--- src/rtl/uart_rx_path_if.sv ---
`default_nettype none
// ============================================================================
// Module   : uart_rx_path_if
// Purpose  : Signal bundle between a serial-line / consumer environment and
//            the uart_rx_path receiver.
// Ports    : Rx, PF, ready_in          - environment -> receiver
//            data_out, valid_out,
//            parity_err, frame_err,
//            overrun, busy             - receiver -> environment
// Modports : master (environment side), slave (receiver side)
// Revision : 1.0 - initial release
// ============================================================================
interface uart_rx_path_if #(
    parameter int WIDTH_SIZE = 8
);
    logic                  Rx;
    logic                  PF;
    logic                  ready_in;
    logic [WIDTH_SIZE-1:0] data_out;
    logic                  valid_out;
    logic                  parity_err;
    logic                  frame_err;
    logic                  overrun;
    logic                  busy;

    modport master (
        output Rx, PF, ready_in,
        input  data_out, valid_out, parity_err, frame_err, overrun, busy
    );

    modport slave (
        input  Rx, PF, ready_in,
        output data_out, valid_out, parity_err, frame_err, overrun, busy
    );
endinterface
`default_nettype wire

--- src/rtl/uart_rx_path.sv ---
`default_nettype none
// ============================================================================
// Module   : uart_rx_path
// Purpose  : Un-divided UART receiver (one line bit per clk). Frame is
//            start(0), WIDTH_SIZE data bits LSB first, even parity bit(s),
//            stop(1). PF=0: one parity bit after all data; PF=1: one parity
//            bit after every 8-bit group and after the final partial group.
//            Completed frames go to a single holding register with a
//            valid/ready handshake; a frame completing while the holder is
//            full and not being accepted is dropped and flagged by overrun.
// Ports    : clk          rising-edge clock
//            reset        asynchronous, active-low reset
//            bus (slave)  Rx, PF, ready_in in; data_out, valid_out,
//                         parity_err, frame_err, overrun, busy out
// Options  : UART_RX_SYNC_EN - insert a 2-flop synchroniser on Rx
//                              (adds 2 cycles to every Rx-related latency)
// Revision : 1.0 - initial release
// ============================================================================
module uart_rx_path #(
    parameter int WIDTH_SIZE = 8
) (
    input  wire logic       clk,
    input  wire logic       reset,
    uart_rx_path_if.slave   bus
);
    typedef enum logic [1:0] {
        S_IDLE   = 2'd0,
        S_DATA   = 2'd1,
        S_PARITY = 2'd2,
        S_STOP   = 2'd3
    } state_t;

    // Index must hold WIDTH_SIZE itself: it marks "all payload bits taken".
    localparam int                IDX_W      = $clog2(WIDTH_SIZE + 1);
    localparam logic [IDX_W-1:0]  C_LAST_IDX = IDX_W'(WIDTH_SIZE - 1);
    localparam logic [IDX_W-1:0]  C_END_IDX  = IDX_W'(WIDTH_SIZE);

    state_t                state_q;
    logic [IDX_W-1:0]      idx_q;
    logic [2:0]            grp_q;       // position inside current 8-bit group
    logic                  pf_q;        // parity format frozen for the frame
    logic                  par_q;       // running parity of current coverage
    logic                  perr_q;      // any parity mismatch so far
    logic [WIDTH_SIZE-1:0] shift_q;
    logic [WIDTH_SIZE-1:0] shift_d;
    logic [WIDTH_SIZE-1:0] data_q;
    logic                  valid_q;
    logic                  perr_out_q;
    logic                  ferr_out_q;
    logic                  overrun_q;
    logic                  rx_smp;

    // ------------------------------------------------------------------
    // Line sampling
    // ------------------------------------------------------------------
`ifdef UART_RX_SYNC_EN
    logic [1:0] sync_q;

    // Flops reset to the idle level so release from reset never looks
    // like a start bit.
    always_ff @(posedge clk or negedge reset) begin
        if (!reset) begin
            sync_q <= 2'b11;
        end else begin
            sync_q <= {sync_q[0], bus.Rx};
        end
    end

    assign rx_smp = sync_q[1];
`else
    assign rx_smp = bus.Rx;
`endif

    // ------------------------------------------------------------------
    // Payload shifter: new bits enter at the MSB and move down, so after
    // WIDTH_SIZE shifts the first line bit sits at bit 0.
    // ------------------------------------------------------------------
    generate
        if (WIDTH_SIZE == 1) begin : g_shift_single
            assign shift_d = rx_smp;
        end else begin : g_shift_multi
            assign shift_d = {rx_smp, shift_q[WIDTH_SIZE-1:1]};
        end
    endgenerate

    // ------------------------------------------------------------------
    // Receive FSM with registered outputs
    // ------------------------------------------------------------------
    always_ff @(posedge clk or negedge reset) begin
        if (!reset) begin
            state_q    <= S_IDLE;
            idx_q      <= '0;
            grp_q      <= 3'd0;
            pf_q       <= 1'b0;
            par_q      <= 1'b0;
            perr_q     <= 1'b0;
            shift_q    <= '0;
            data_q     <= '0;
            valid_q    <= 1'b0;
            perr_out_q <= 1'b0;
            ferr_out_q <= 1'b0;
            overrun_q  <= 1'b0;
        end else begin
            overrun_q <= 1'b0;

            // Consumer accept; a completion below may re-set valid on
            // the same edge.
            if (valid_q && bus.ready_in) begin
                valid_q <= 1'b0;
            end

            case (state_q)
                S_IDLE: begin
                    if (!rx_smp) begin
                        state_q <= S_DATA;
                        pf_q    <= bus.PF;
                        idx_q   <= '0;
                        grp_q   <= 3'd0;
                        par_q   <= 1'b0;
                        perr_q  <= 1'b0;
                    end
                end

                S_DATA: begin
                    shift_q <= shift_d;
                    idx_q   <= idx_q + IDX_W'(1);
                    grp_q   <= grp_q + 3'd1;
                    par_q   <= par_q ^ rx_smp;
                    if ((idx_q == C_LAST_IDX) || (pf_q && (grp_q == 3'd7))) begin
                        state_q <= S_PARITY;
                    end
                end

                S_PARITY: begin
                    if (rx_smp != par_q) begin
                        perr_q <= 1'b1;
                    end
                    par_q   <= 1'b0;
                    grp_q   <= 3'd0;
                    state_q <= (idx_q == C_END_IDX) ? S_STOP : S_DATA;
                end

                S_STOP: begin
                    state_q <= S_IDLE;
                    if (!valid_q || bus.ready_in) begin
                        data_q     <= shift_q;
                        perr_out_q <= perr_q;
                        ferr_out_q <= ~rx_smp;
                        valid_q    <= 1'b1;
                    end else begin
                        overrun_q  <= 1'b1;
                    end
                end

                default: begin
                    state_q <= S_IDLE;
                end
            endcase
        end
    end

    assign bus.data_out   = data_q;
    assign bus.valid_out  = valid_q;
    assign bus.parity_err = perr_out_q;
    assign bus.frame_err  = ferr_out_q;
    assign bus.overrun    = overrun_q;
    assign bus.busy       = (state_q != S_IDLE);

endmodule
`default_nettype wire

--- src/flat_wrapper.sv ---
// flat-port wrapper written by rule: the top's interface ports become plain ports
module uart_rx_path_flat 
#(
    parameter int WIDTH_SIZE = 8
)
  (clk, reset, bus_Rx, bus_PF, bus_ready_in, bus_data_out, bus_valid_out, bus_parity_err, bus_frame_err, bus_overrun, bus_busy);
  uart_rx_path_if #(.WIDTH_SIZE(WIDTH_SIZE)) bus_i ();
  input  wire logic clk;
  input  wire logic reset;
  input wire logic [$bits(bus_i.Rx)-1:0] bus_Rx;
  input wire logic [$bits(bus_i.PF)-1:0] bus_PF;
  input wire logic [$bits(bus_i.ready_in)-1:0] bus_ready_in;
  output wire logic [$bits(bus_i.data_out)-1:0] bus_data_out;
  output wire logic [$bits(bus_i.valid_out)-1:0] bus_valid_out;
  output wire logic [$bits(bus_i.parity_err)-1:0] bus_parity_err;
  output wire logic [$bits(bus_i.frame_err)-1:0] bus_frame_err;
  output wire logic [$bits(bus_i.overrun)-1:0] bus_overrun;
  output wire logic [$bits(bus_i.busy)-1:0] bus_busy;
  assign bus_i.Rx = bus_Rx;
  assign bus_i.PF = bus_PF;
  assign bus_i.ready_in = bus_ready_in;
  assign bus_data_out = bus_i.data_out;
  assign bus_valid_out = bus_i.valid_out;
  assign bus_parity_err = bus_i.parity_err;
  assign bus_frame_err = bus_i.frame_err;
  assign bus_overrun = bus_i.overrun;
  assign bus_busy = bus_i.busy;
  uart_rx_path #(.WIDTH_SIZE(WIDTH_SIZE)) u_core (.clk(clk), .reset(reset), .bus(bus_i));
endmodule
--- config.mk ---
export PLATFORM = sky130hd
export DESIGN_NAME = uart_rx_path_flat
export DESIGN_NICKNAME = d
export VERILOG_FILES = /design/src/rtl/uart_rx_path_if.sv /design/src/rtl/uart_rx_path.sv /design/src/flat_wrapper.sv
export SDC_FILE = /design/constraint.sdc
export NUM_CORES = 1
export LEC_CHECK = 0
export BUFFER_PORTS_ARGS = -buffer_cell sky130_fd_sc_hd__buf_2
export CORE_MARGIN = 4
export CORE_UTILIZATION = 55
export DETAILED_ROUTE_END_ITERATION = 7
export GPL_TIMING_DRIVEN = 0
export PLACE_DENSITY = 0.72
export SLEW_MARGIN = 20
export SYNTH_ARGS = -nofsm -noshare
export SYNTH_HDL_FRONTEND = slang
export SYNTH_SLANG_ARGS = --single-unit
--- constraint.sdc ---
create_clock -name clk -period 2.6 [get_ports clk]
set_clock_uncertainty 0.05 [all_clocks]
set_input_delay 0.13 -clock clk [delete_from_list [all_inputs] [get_ports clk]]
set_output_delay 0.13 -clock clk [all_outputs]
set_load 0.03 [all_outputs]
==> summary.txt, run 1 <==
Synthesis
  • Synthesis-stage register bit count: 32
  • Share of synthesized area spent on multiplexers: between 10% and 20%
  • Most used flip-flop cell after synthesis: sky130_fd_sc_hd__dfrtp_1
  • Area fraction in compound gates after synthesis: 8.499%
  • Simple logic cell fraction of the synthesized area: 7.866%
  • Count leader, synth: sky130_fd_sc_hd__dfrtp_1
  • Synth top area share: around 58%
  • Share of flip-flops with an asynchronous set or reset: 100.0%
  • Post-Synthesis Cell Area: 1384 um^2
  • Share of synthesized cell area in full adder, half adder and majority cells: 3.617%
  • Synth area leader: sky130_fd_sc_hd__dfrtp_1
  • Leading cell types by total area after synthesis: sky130_fd_sc_hd__dfrtp_1 58%, sky130_fd_sc_hd__mux2_2 15%, sky130_fd_sc_hd__ha_1 3.6%
  • Largest family of logic cells by synthesized area: multiplexers
  • Synthesized area per cell: 12.58 um^2
  • Leading post-synthesis cells by instance count: 32 x sky130_fd_sc_hd__dfrtp_1, 19 x sky130_fd_sc_hd__mux2_2, 7 x sky130_fd_sc_hd__o21ai_0
  • Sequential area share after synthesis: between 50% and 60%
  • Number of enable flip-flop cells after synthesis: 0
  • Number of distinct standard cells referenced by the synthesized netlist: 26
  • Syn Nets: 119
  • Synth Warn #: 0
  • Syn Inst Count: 110
  • XOR/XNOR share of the synthesized area: 1.266%

Final layout
  • Share of final-layout standard cells stronger than drive strength 1: 36.30%
  • Area Overhead vs Synth: 13.11%
  • # diodes: 0
  • Final-stage net count: 144

Critical path
  • FF-to-FF Start: u_core.grp_q[0]
  • Required time of the critical path: 2420 ps
  • Type of destination of the critical path: primary output
  • Startpoint kind of the worst setup timing path: flop
  • Crit Path Category: reg -> out
  • Internal reg-to-reg setup slack: 1120 ps
  • Reg2reg end: u_core.grp_q[2]
  • Worst-path fanout max: 8
  • Data arrival time of the worst path: 1350 ps
  • R2R depth: 4

GRT
  • Total gr overflow: 0
  • Number of antenna violations at the first check in global routing: 0
  • Total track usage: 17.24%
  • Pin count of the biggest net entering global routing: 33
  • Wire length of the first global-routing pass: 4250 um
  • Number of global-route vias before repair: 966

Timing
  • Post-route minimum period: 1533 ps
  • Timing-limited maximum frequency: 0.6525 GHz
  • Period Utilization, post-route: 58.95%
  • Rel. slew slack: between 50% and 60%
  • Count of final hold-check violations: 0
  • Setup repair after global routing missed its margin: false
  • Fin Setup TNS: 0 ps
  • Final Slew Violations: 0
  • Final number of setup-violating endpoints: 0
  • Hold WS: about 38 ps
  • Transition time at the pin with the least slew margin: 684.0 ps

Route
  • Via count normalized by instance count: between 5 and 6
  • Drt total wl: 2353 um
  • Routed via count: 882
  • DRC: 0
  • Final routed wire length divided by cell count: 14.44 um
  • DR pass1 iterations: 2
  • Count of routing violations after the opening detailed-route iteration: 8
  • Remaining number of nets flagged by the antenna check after routing: 0

Min path
  • Worst min-delay path startpoint: bus_ready_in
  • WHS Endpoint: u_core.bus.overrun
  • Hold/Removal Path Class: in -> reg
  • Min-Delay Path Depth: 3

Clock network
  • Clk sinks: 32
  • Root buffer cell: sky130_fd_sc_hd__clkbuf_4
  • Max clock buf depth: 2
  • Number of buffers added by the clock tree synthesis step: 5
  • Clock latency at the later pin of the worst-skew pair: 330 ps
  • H-tree lvl count: 2
  • Clock tree from TritonCTS: built
  • Clock slew seen by the registers of the worst setup and hold paths: ~90 ps

Pwr
  • Part of the power in combinational logic: between 40 and 50%
  • Switch share: about two fifths
  • P per Cell Area: around 1300 nW/um^2
  • Sequential power share: 43.3%
  • Cell internal power dissipation: 1.242 mW
  • Share of total power in the clock network: around an eighth
  • Worst IR Drop VDD: 0.0008743 V
  • Leak Pwr: approximately 0.76 nW
  • Net Switching: 0.8027 mW

Place
  • Final estimated routing congestion in global placement: about 0.84
  • Number of buffer cells added on primary ports: 16
  • Estimated wirelength of the detail-placed design: 1582 um

Run
  • Reported max-cap violation count: 0

Floorplanning
  • Core Area: 2297 um^2
  • Starting Density: between 60% and 70%
  • Height of the chip: between 50 and 60 um
  • Die Width: 58.16 um
  • Io pins: 18
  • Number of cell rows: 17
  • Total Die Area: 3383 um^2

Status
  • Result of the run: finished, final reports clean
-- worst max-delay path by stage --
stage                      start                      to  slack, ps
2_1_floorplan  u_core.state_q[1]             u_core.pf_q       1120
3_3_place_gp   u_core.state_q[1]  u_core.bus.data_out[7]       1180
3_5_place_dp     u_core.grp_q[0]         u_core.grp_q[2]       1120
4_1_cts        u_core.state_q[1]                bus_busy       1060
5_1_grt        u_core.state_q[1]                bus_busy        990
6_report       u_core.state_q[1]                bus_busy       1070
-- power groups by stage --
| stage | Combinational (mW) | Sequential (mW) | Clock [mW] |
|---|---|---|---|
| 2_1_floorplan | 0.547 | 1.03 | 0 |
| 3_3_place_gp | 0.879 | 0.881 | 0 |
| 3_5_place_dp | 0.916 | 0.893 | 0 |
| 4_1_cts | 0.921 | 0.885 | 0.270 |
| 5_1_grt | 1.01 | 0.918 | 0.293 |
| 6_report | 0.903 | 0.885 | 0.256 |
-- placed cells by master (no fill, tap or decap), drive strengths merged, types with 3 or more instances in the layout --
master	Yosys	final
nand2	5	5
dfrtp	32	32
nor2	5	5
inv	6	6
ha	4	4
o21ai	7	7
nand3	4	4
mux2	19	19
buf	5	21
clkbuf	1	7
nand2b	3	3
-- through the flow --
step	area [um^2]	util [%]	std cells	worst slack, ps	total power, mW
2_1_floorplan	1384	-	110	1120	1.573
3_3_place_gp	1499	65.25	154	1180	1.760
3_5_place_dp	1499	65.25	154	1117	1.809
4_1_cts	1565	68.14	163	1055	2.076
5_1_grt	1565	68.14	163	987.7	2.219
6_report	1565	68.14	163	1067	2.044
-- area by class of cell --
class | count | area (um^2)
Buffer | 6 | 32.53
Clock buffer | 6 | 41.29
Clock inverter | 1 | 5.005
Fill cell | 168 | 732.0
Inverter | 6 | 22.52
Multi-Input combinational cell | 66 | 528.0
Sequential cell | 32 | 800.8
Tap cell | 28 | 35.03
Timing Repair Buffer | 18 | 100.1
-- state kept, by name, summed over array words and instances, names as in the netlist --
name and count:
u_core.bus.valid_out 1, u_core.bus.frame_err 1, u_core.bus.overrun 1, u_core.idx_q 4
u_core.pf_q 1, u_core.bus.parity_err 1, u_core.grp_q 3, u_core.perr_q 1
u_core.bus.data_out 8, u_core.shift_q 8, u_core.state_q 2, u_core.par_q 1
-- critical path, stage by stage, from the launching register on --
cell                       delay, ps
sky130_fd_sc_hd__dfrtp_1         360
sky130_fd_sc_hd__clkbuf_2        160
sky130_fd_sc_hd__or2_2           320
sky130_fd_sc_hd__buf_2           180
-- cell families after synthesis --
logic type / after synthesis
DFF: 32
muxes: 21
and+or+nand+nor: 21
AOI/OAI and AO/OA: 18
buffers and inverters: 12
adders and majority gates: 4
xor gates and xnor gates: 2
-- what timing repair did --
| item | CTS | global route |
|---|---|---|
| gates resized for setup | 0 | 0 |
| hold buffers | 2 | 0 |
| endpoints found under the hold margin | 33 | 0 |
| buffers inserted | 0 | 0 |
-- routing by layer --
metal,vias to the layer above,routed length (um),global-route usage (%)
li1,431,-,-
met2,17,1118,29.35
met1,428,1038,18.12
met4,0,51,7.947
met3,6,145,7.795
met5,-,0,0
Note: power is estimated with default switching activity, not from simulation.
==> run 2, diff against run 1 <==
--- a/config.mk
+++ b/config.mk
@@ -5,12 +5,13 @@
 export SDC_FILE = /design/constraint.sdc
 export NUM_CORES = 1
 export LEC_CHECK = 0
+export ABC_AREA = 1
 export BUFFER_PORTS_ARGS = -buffer_cell sky130_fd_sc_hd__buf_2
 export CORE_MARGIN = 4
 export CORE_UTILIZATION = 55
 export DETAILED_ROUTE_END_ITERATION = 7
 export GPL_TIMING_DRIVEN = 0
-export PLACE_DENSITY = 0.72
+export PLACE_DENSITY = 0.73
 export SLEW_MARGIN = 20
 export SYNTH_ARGS = -nofsm -noshare
 export SYNTH_HDL_FRONTEND = slang
==> constraint.sdc (replaced) <==
create_clock -name clk -period 1.53 [get_ports clk]
set_clock_uncertainty 0.05 [all_clocks]
set_input_delay 0.0765 -clock clk [delete_from_list [all_inputs] [get_ports clk]]
set_output_delay 0.0765 -clock clk [all_outputs]
set_load 0.03 [all_outputs]
==> summary.txt, run 2 <==
Place
  • Number of buffer cells added on primary ports: 17
  • Placed cell areas: 1471 um^2
  • Final estimated routing congestion in global placement: 0.7552
  • Minimum setup slack after placement: 326.6 ps
  • Estimated wirelength of the detail-placed design: 1711 um

Final layout
  • Finished Cell Area: between 1500 and 2000 um^2
  • Share of final-layout standard cells stronger than drive strength 1: 17.51%
  • Final-stage net count: 185
  • Area Overhead vs Synth: 17.50%
  • Most common cell after layout, fill and taps aside: sky130_fd_sc_hd__nand2_1
  • # diodes: 0
  • Commonest cells after routing, fill and taps aside: 49 x sky130_fd_sc_hd__nand2_1, 32 x sky130_fd_sc_hd__dfrtp_1, 19 x sky130_fd_sc_hd__buf_2
  • Number of fill cells in the layout: around 170

Floorplanning
  • Total Die Area: between 3000 and 4000 um^2
  • Starting Density: between 50% and 60%
  • Number of cell rows: 17
  • Height of the chip: between 50 and 60 um
  • Die Width: around 58 um
  • Io pins: 18
  • Core Area: approximately 2300 um^2

Synthesis
  • Leading cell types by total area after synthesis: sky130_fd_sc_hd__dfrtp_1 59%, sky130_fd_sc_hd__nand2_1 14%, sky130_fd_sc_hd__inv_1 5.0%
  • Synthesized area per cell: 9.130 um^2
  • Count leader, synth: sky130_fd_sc_hd__nand2_1
  • Number of enable flip-flop cells after synthesis: 0
  • Leading post-synthesis cells by instance count: 49 x sky130_fd_sc_hd__nand2_1, 32 x sky130_fd_sc_hd__dfrtp_1, 18 x sky130_fd_sc_hd__inv_1
  • Share of flip-flops with an asynchronous set or reset: 100.0%
  • Sequential area share after synthesis: 59.26%
  • Synth top area share: 59.26%
  • Post-Synthesis Cell Area: 1351 um^2
  • Syn Inst Count: between 100 and 150
  • Synth area leader: sky130_fd_sc_hd__dfrtp_1
  • Most used flip-flop cell after synthesis: sky130_fd_sc_hd__dfrtp_1
  • Syn Nets: 157
  • Synthesis-stage register bit count: 32
  • Number of distinct standard cells referenced by the synthesized netlist: 16
  • Synth Warn #: 0

Route
  • Drt total wl: 2468 um
  • M1 wire length: approximately 1200 um
  • Total met3 wirelength after detailed routing: 107 um
  • DR pass1 iterations: 4
  • Max Used Layer: met4
  • Routed via count: between 1,000 and 1,500
  • Count of routing violations after the opening detailed-route iteration: 21
  • Remaining number of nets flagged by the antenna check after routing: 0
  • Via count normalized by instance count: 4.898
  • Final routed wire length divided by cell count: 12.04 um
  • DRC: 0
  • Metal2 WL: 1150 um

GRT
  • Total track usage: about 17%
  • Wire length of the first global-routing pass: 4126 um
  • Number of antenna violations at the first check in global routing: 0
  • Pin count of the biggest net entering global routing: 33
  • Total gr overflow: 0
  • Number of global-route vias before repair: 939

Pwr
  • P per Cell Area: 2170 nW/um^2
  • Worst IR Drop VDD: 0.001556 V
  • Leak Pwr: 0.8453 nW

Clock network
  • Clk sinks: 32
  • Clock slew seen by the registers of the worst setup and hold paths: 100 ps
  • Max clock buf depth: 2
  • Number of buffers added by the clock tree synthesis step: 5
  • Clock tree from TritonCTS: built
  • Post-CTS Setup Repair Bufs: 0
  • H-tree lvl count: 2
  • Number of cells upsized or downsized after cts: 0
  • Root buffer cell: sky130_fd_sc_hd__clkbuf_4
  • Clock latency at the later pin of the worst-skew pair: 330 ps
  • Number of hold-repair buffers added at the cts stage: 4

Critical path
  • Required time of the critical path: 1400 ps
  • Crit Path Category: reg -> out
  • Data arrival time of the worst path: about 1200 ps
  • Startpoint kind of the worst setup timing path: flop
  • Worst-path fanout max: 5
  • Type of destination of the critical path: primary output

Timing
  • Setup repair after global routing missed its margin: false
  • Post-route minimum period: around 1300 ps
  • Period Utilization, post-route: 85.86%
  • Transition time at the pin with the least slew margin: 685.9 ps
  • Count of final hold-check violations: 0
  • Post-route worst setup slack: 216.4 ps
  • Final Slew Violations: 0
  • Final number of setup-violating endpoints: 0
  • Rel. slew slack: between 50% and 60%
  • Fin Setup TNS: 0 ps
  • Timing-limited maximum frequency: 0.7613 GHz

Status
  • Result of the run: finished, final reports clean

Run
  • Reported max-cap violation count: 0

Min path
  • Hold/Removal Path Class: in -> async
[run 2: changes by cell type after synthesis, sizes merged, moves of 3 or more]
cell / previous run / this run
o21ai: 7 / 24
nand2: 5 / 49
nand3: 4 / 7
nand2b: 3 / 0
inv: 6 / 19
mux2: 19 / 0
[run 2: final cells by class]
type | instances | area, um^2 | share of cell area (%)
well taps | 28 | 35.03 | 2.206
multi-input cells | 93 | 446.7 | 28.13
flip-flops and latches | 32 | 800.8 | 50.43
plain buffers | 4 | 32.53 | 2.049
clock inverters | 2 | 35.03 | 2.206
repair buffers | 21 | 125.1 | 7.880
clock buffers | 6 | 41.29 | 2.600
inverters | 19 | 71.32 | 4.492
[run 2: layer usage]
| metal | track usage (%) | up-vias |
|---|---|---|
| met5 | 0 | - |
| met4 | 8.609 | 0 |
| met3 | 4.072 | 5 |
| met2 | 25.81 | 18 |
| met1 | 21.76 | 464 |
| li1 | - | 517 |
[run 2: per-stage QoR]
step	util (%)	hold slack (ps)	std cells	power, mW
floorplan	-	-269.1	148	2.445
global placement	64.65	100.8	193	2.778
detailed placement	64.65	104.4	193	2.845
CTS	69.76	285.4	205	3.476
global route	69.76	309.3	205	3.720
finish	69.76	267.1	205	3.445
[run 2: final timing paths]
check	to	slack (ps)	depth (start not counted)	startpoint
worst max-delay path	bus_busy	220	3	u_core.state_q[1]
worst min-delay path	u_core.shift_q[2]	270	2	reset
worst max register to register	u_core.state_q[1]	320	6	u_core.grp_q[0]
worst min register to register	u_core.grp_q[1]	440	2	u_core.grp_q[1]
max in group asynchronous	u_core.grp_q[0]	720	2	reset
min in group clk	u_core.grp_q[1]	440	2	u_core.grp_q[1]
[run 2: critical path, stage by stage, from the launching register on]
cell,delay [ps]
sky130_fd_sc_hd__dfrtp_1,460
sky130_fd_sc_hd__inv_1,110
sky130_fd_sc_hd__nand2_1,100
sky130_fd_sc_hd__buf_2,210
[run 2: cells by family (layout without fill, tap and decap cells)]
group / after synthesis / in the layout / share of synthesized area (%)
flops: 32 / 32 / 59.26
fa+ha+maj: 4 / 4 / 3.704
simple gates: 63 / 63 / 18.89
buf+inv: 23 / 52 / 7.684
compound gates: 24 / 24 / 9.167
xor+xnor: 2 / 2 / 1.297
[run 2: where the power goes]
group / leakage, nW / total [mW] / switching (mW) / internal (mW)
Sequential: 0.411 / 1.42 / 0.228 / 1.19
Clock: 0.0422 / 0.621 / 0.278 / 0.343
Combinational: 0.392 / 1.41 / 0.933 / 0.473
==> run 3, diff against run 2 <==
--- a/config.mk
+++ b/config.mk
@@ -5,13 +5,12 @@
 export SDC_FILE = /design/constraint.sdc
 export NUM_CORES = 1
 export LEC_CHECK = 0
-export ABC_AREA = 1
 export BUFFER_PORTS_ARGS = -buffer_cell sky130_fd_sc_hd__buf_2
 export CORE_MARGIN = 4
 export CORE_UTILIZATION = 55
 export DETAILED_ROUTE_END_ITERATION = 7
 export GPL_TIMING_DRIVEN = 0
-export PLACE_DENSITY = 0.73
+export PLACE_DENSITY = 0.72
 export SLEW_MARGIN = 20
 export SYNTH_ARGS = -nofsm -noshare
 export SYNTH_HDL_FRONTEND = slang
==> summary.txt, run 3 (synthesis gave the netlist of run 1 again) <==
Place
  • Final estimated routing congestion in global placement: 0.8447
  • Number of buffer cells added on primary ports: 16
  • Estimated wirelength of the detail-placed design: 1582 um

GRT
  • Met3 Use GR: 7.350%
  • GRT busiest layer: met2
  • Total track usage: 17.38%
  • Total gr overflow: 0
  • Pin count of the biggest net entering global routing: 33
  • GR Util met1: 18.26%
  • Wire length of the first global-routing pass: 4284 um
  • Number of antenna violations at the first check in global routing: 0
  • Number of global-route vias before repair: 988
  • Global routing met2 resource utilization: 30.00%

Route
  • Final routed wire length divided by cell count: 14.33 um
  • Routed via count: approximately 900
  • Drt total wl: 2365 um
  • DRC: 0
  • Count of routing violations after the opening detailed-route iteration: 10
  • DR pass1 iterations: 4
  • Remaining number of nets flagged by the antenna check after routing: 0
  • Via count normalized by instance count: 5.461

Clock network
  • Clock tree from TritonCTS: built
  • Root buffer cell: sky130_fd_sc_hd__clkbuf_4
  • H-tree lvl count: 2
  • Clk sinks: 32
  • Clock slew seen by the registers of the worst setup and hold paths: 90 ps
  • Clock latency at the later pin of the worst-skew pair: between 300 and 400 ps
  • Number of buffers added by the clock tree synthesis step: 5
  • Max clock buf depth: 2

Critical path
  • Library cell appearing most often on the critical path: sky130_fd_sc_hd__buf_4
  • Required time of the critical path: 1400 ps
  • Crit Path Category: reg -> out
  • Cell chain of the critical path: buf_4, or2_2, buf_4
  • Start point of the critical path: u_core.state_q[1]
  • FF-to-FF Start: u_core.state_q[1]
  • Critical Path Slowest Stage Cell: sky130_fd_sc_hd__dfrtp_1
  • CP max stage delay: roughly 370 ps
  • Startpoint kind of the worst setup timing path: flop
  • Type of destination of the critical path: primary output
  • Worst-path fanout max: 8
  • Data arrival time of the worst path: 1330 ps

Pwr
  • Leak Pwr: between 0.7 and 0.8 nW
  • Worst IR Drop VDD: 0.001499 V
  • P per Cell Area: 2203 nW/um^2

Final layout
  • Share of final-layout standard cells stronger than drive strength 1: 37.23%
  • Most common cell after layout, fill and taps aside: sky130_fd_sc_hd__dfrtp_1
  • Register Area: 802.0 um^2
  • Area used by multi-input combinational logic: 534.3 um^2
  • Final Util: a little over two thirds
  • Number of fill cells in the layout: 164
  • Final-stage net count: 146
  • Area Overhead vs Synth: 15.73%
  • # diodes: 0
  • Commonest cells after routing, fill and taps aside: 31 x sky130_fd_sc_hd__dfrtp_1, 19 x sky130_fd_sc_hd__mux2_2, 19 x sky130_fd_sc_hd__buf_2

Floorplanning
  • Height of the chip: 58.16 um
  • Total Die Area: 3383 um^2
  • Io pins: 18
  • Number of cell rows: 17
  • Starting Density: 60.24%
  • Die Width: 58.16 um
  • Core Area: 2297 um^2

Timing
  • Fin Setup TNS: 0 ps
  • Final Slew Violations: 0
  • Final number of setup-violating endpoints: 0
  • Rel. slew slack: 54.29%
  • Post-route minimum period: 1453 ps
  • Timing-limited maximum frequency: 0.6884 GHz
  • Setup repair after global routing missed its margin: false
  • Count of final hold-check violations: 0
  • Period Utilization, post-route: between 90% and 100%
  • Transition time at the pin with the least slew margin: 685.6 ps

Status
  • Result of the run: finished, final reports clean

Run
  • Reported max-cap violation count: 0

Min path
  • Hold/Removal Path Class: in -> async
run 3: final timing paths:
path                                          end  slack (ps)  cells past startpoint
hold reg to reg            u_core.bus.data_out[4]         460                      1
setup / recovery                         bus_busy          80                      3
hold / removal                    u_core.idx_q[1]         270                      2
max in group asynchronous       u_core.state_q[0]         680                      2
min in group clk           u_core.bus.data_out[4]         460                      1
setup reg to reg                      u_core.pf_q         110                      4
run 3: cell type report:
class,count,share of cell area (%)
multi-input combinational,66,33.36
sequential,32,50.08
timing repair buffer,20,7.656
buffer,6,2.422
tap,28,2.187
clock buffer,6,2.578
inverter,6,1.406
clock inverter,1,0.3125
run 3: stage by stage:
stage | instances | hold WS (ps) | total power [mW] | area (um^2) | worst slack (ps)
detailed placement | 154 | 113.3 | 3.075 | 1499 | 47.15
finish | 165 | 269.3 | 3.528 | 1602 | 77.44
floorplan | 110 | -269.1 | 2.673 | 1384 | 49.96
global route | 165 | 301.3 | 3.822 | 1602 | 4.286
global placement | 154 | 105.0 | 2.991 | 1499 | 109.8
CTS | 165 | 281.8 | 3.532 | 1585 | 13.66
run 3: timing repair:
item / 4_1_cts / 5_1_grt
endpoints found under the setup margin: 0 / 13
hold buffers: 4 / 0
buffers inserted: 0 / 0
resized for setup: 0 / 8
endpoints found under the hold margin: 36 / 0
run 3: layer usage:
| metal | wire, um | share of wire [%] |
|---|---|---|
| met5 | 0 | 0 |
| met4 | 51 | 2.2 |
| met3 | 137 | 5.8 |
| met2 | 1127 | 48 |
| met1 | 1050 | 44 |
run 3: power by group:
part / switching (mW) / internal [mW] / leakage (nW)
Sequential: 0.265 / 1.24 / 0.390
Combinational: 0.847 / 0.733 / 0.349
Clock: 0.270 / 0.169 / 0.0281
Total: 1.38 / 2.15 / 0.767
run 3: worst max-delay path, delay by kind of cell, from the launching register on:
| family | cells | cell delay, ps |
|---|---|---|
| DFF | 1 | 370 |
| and+or+nand+nor | 1 | 300 |
| buffers and inverters | 2 | 320 |
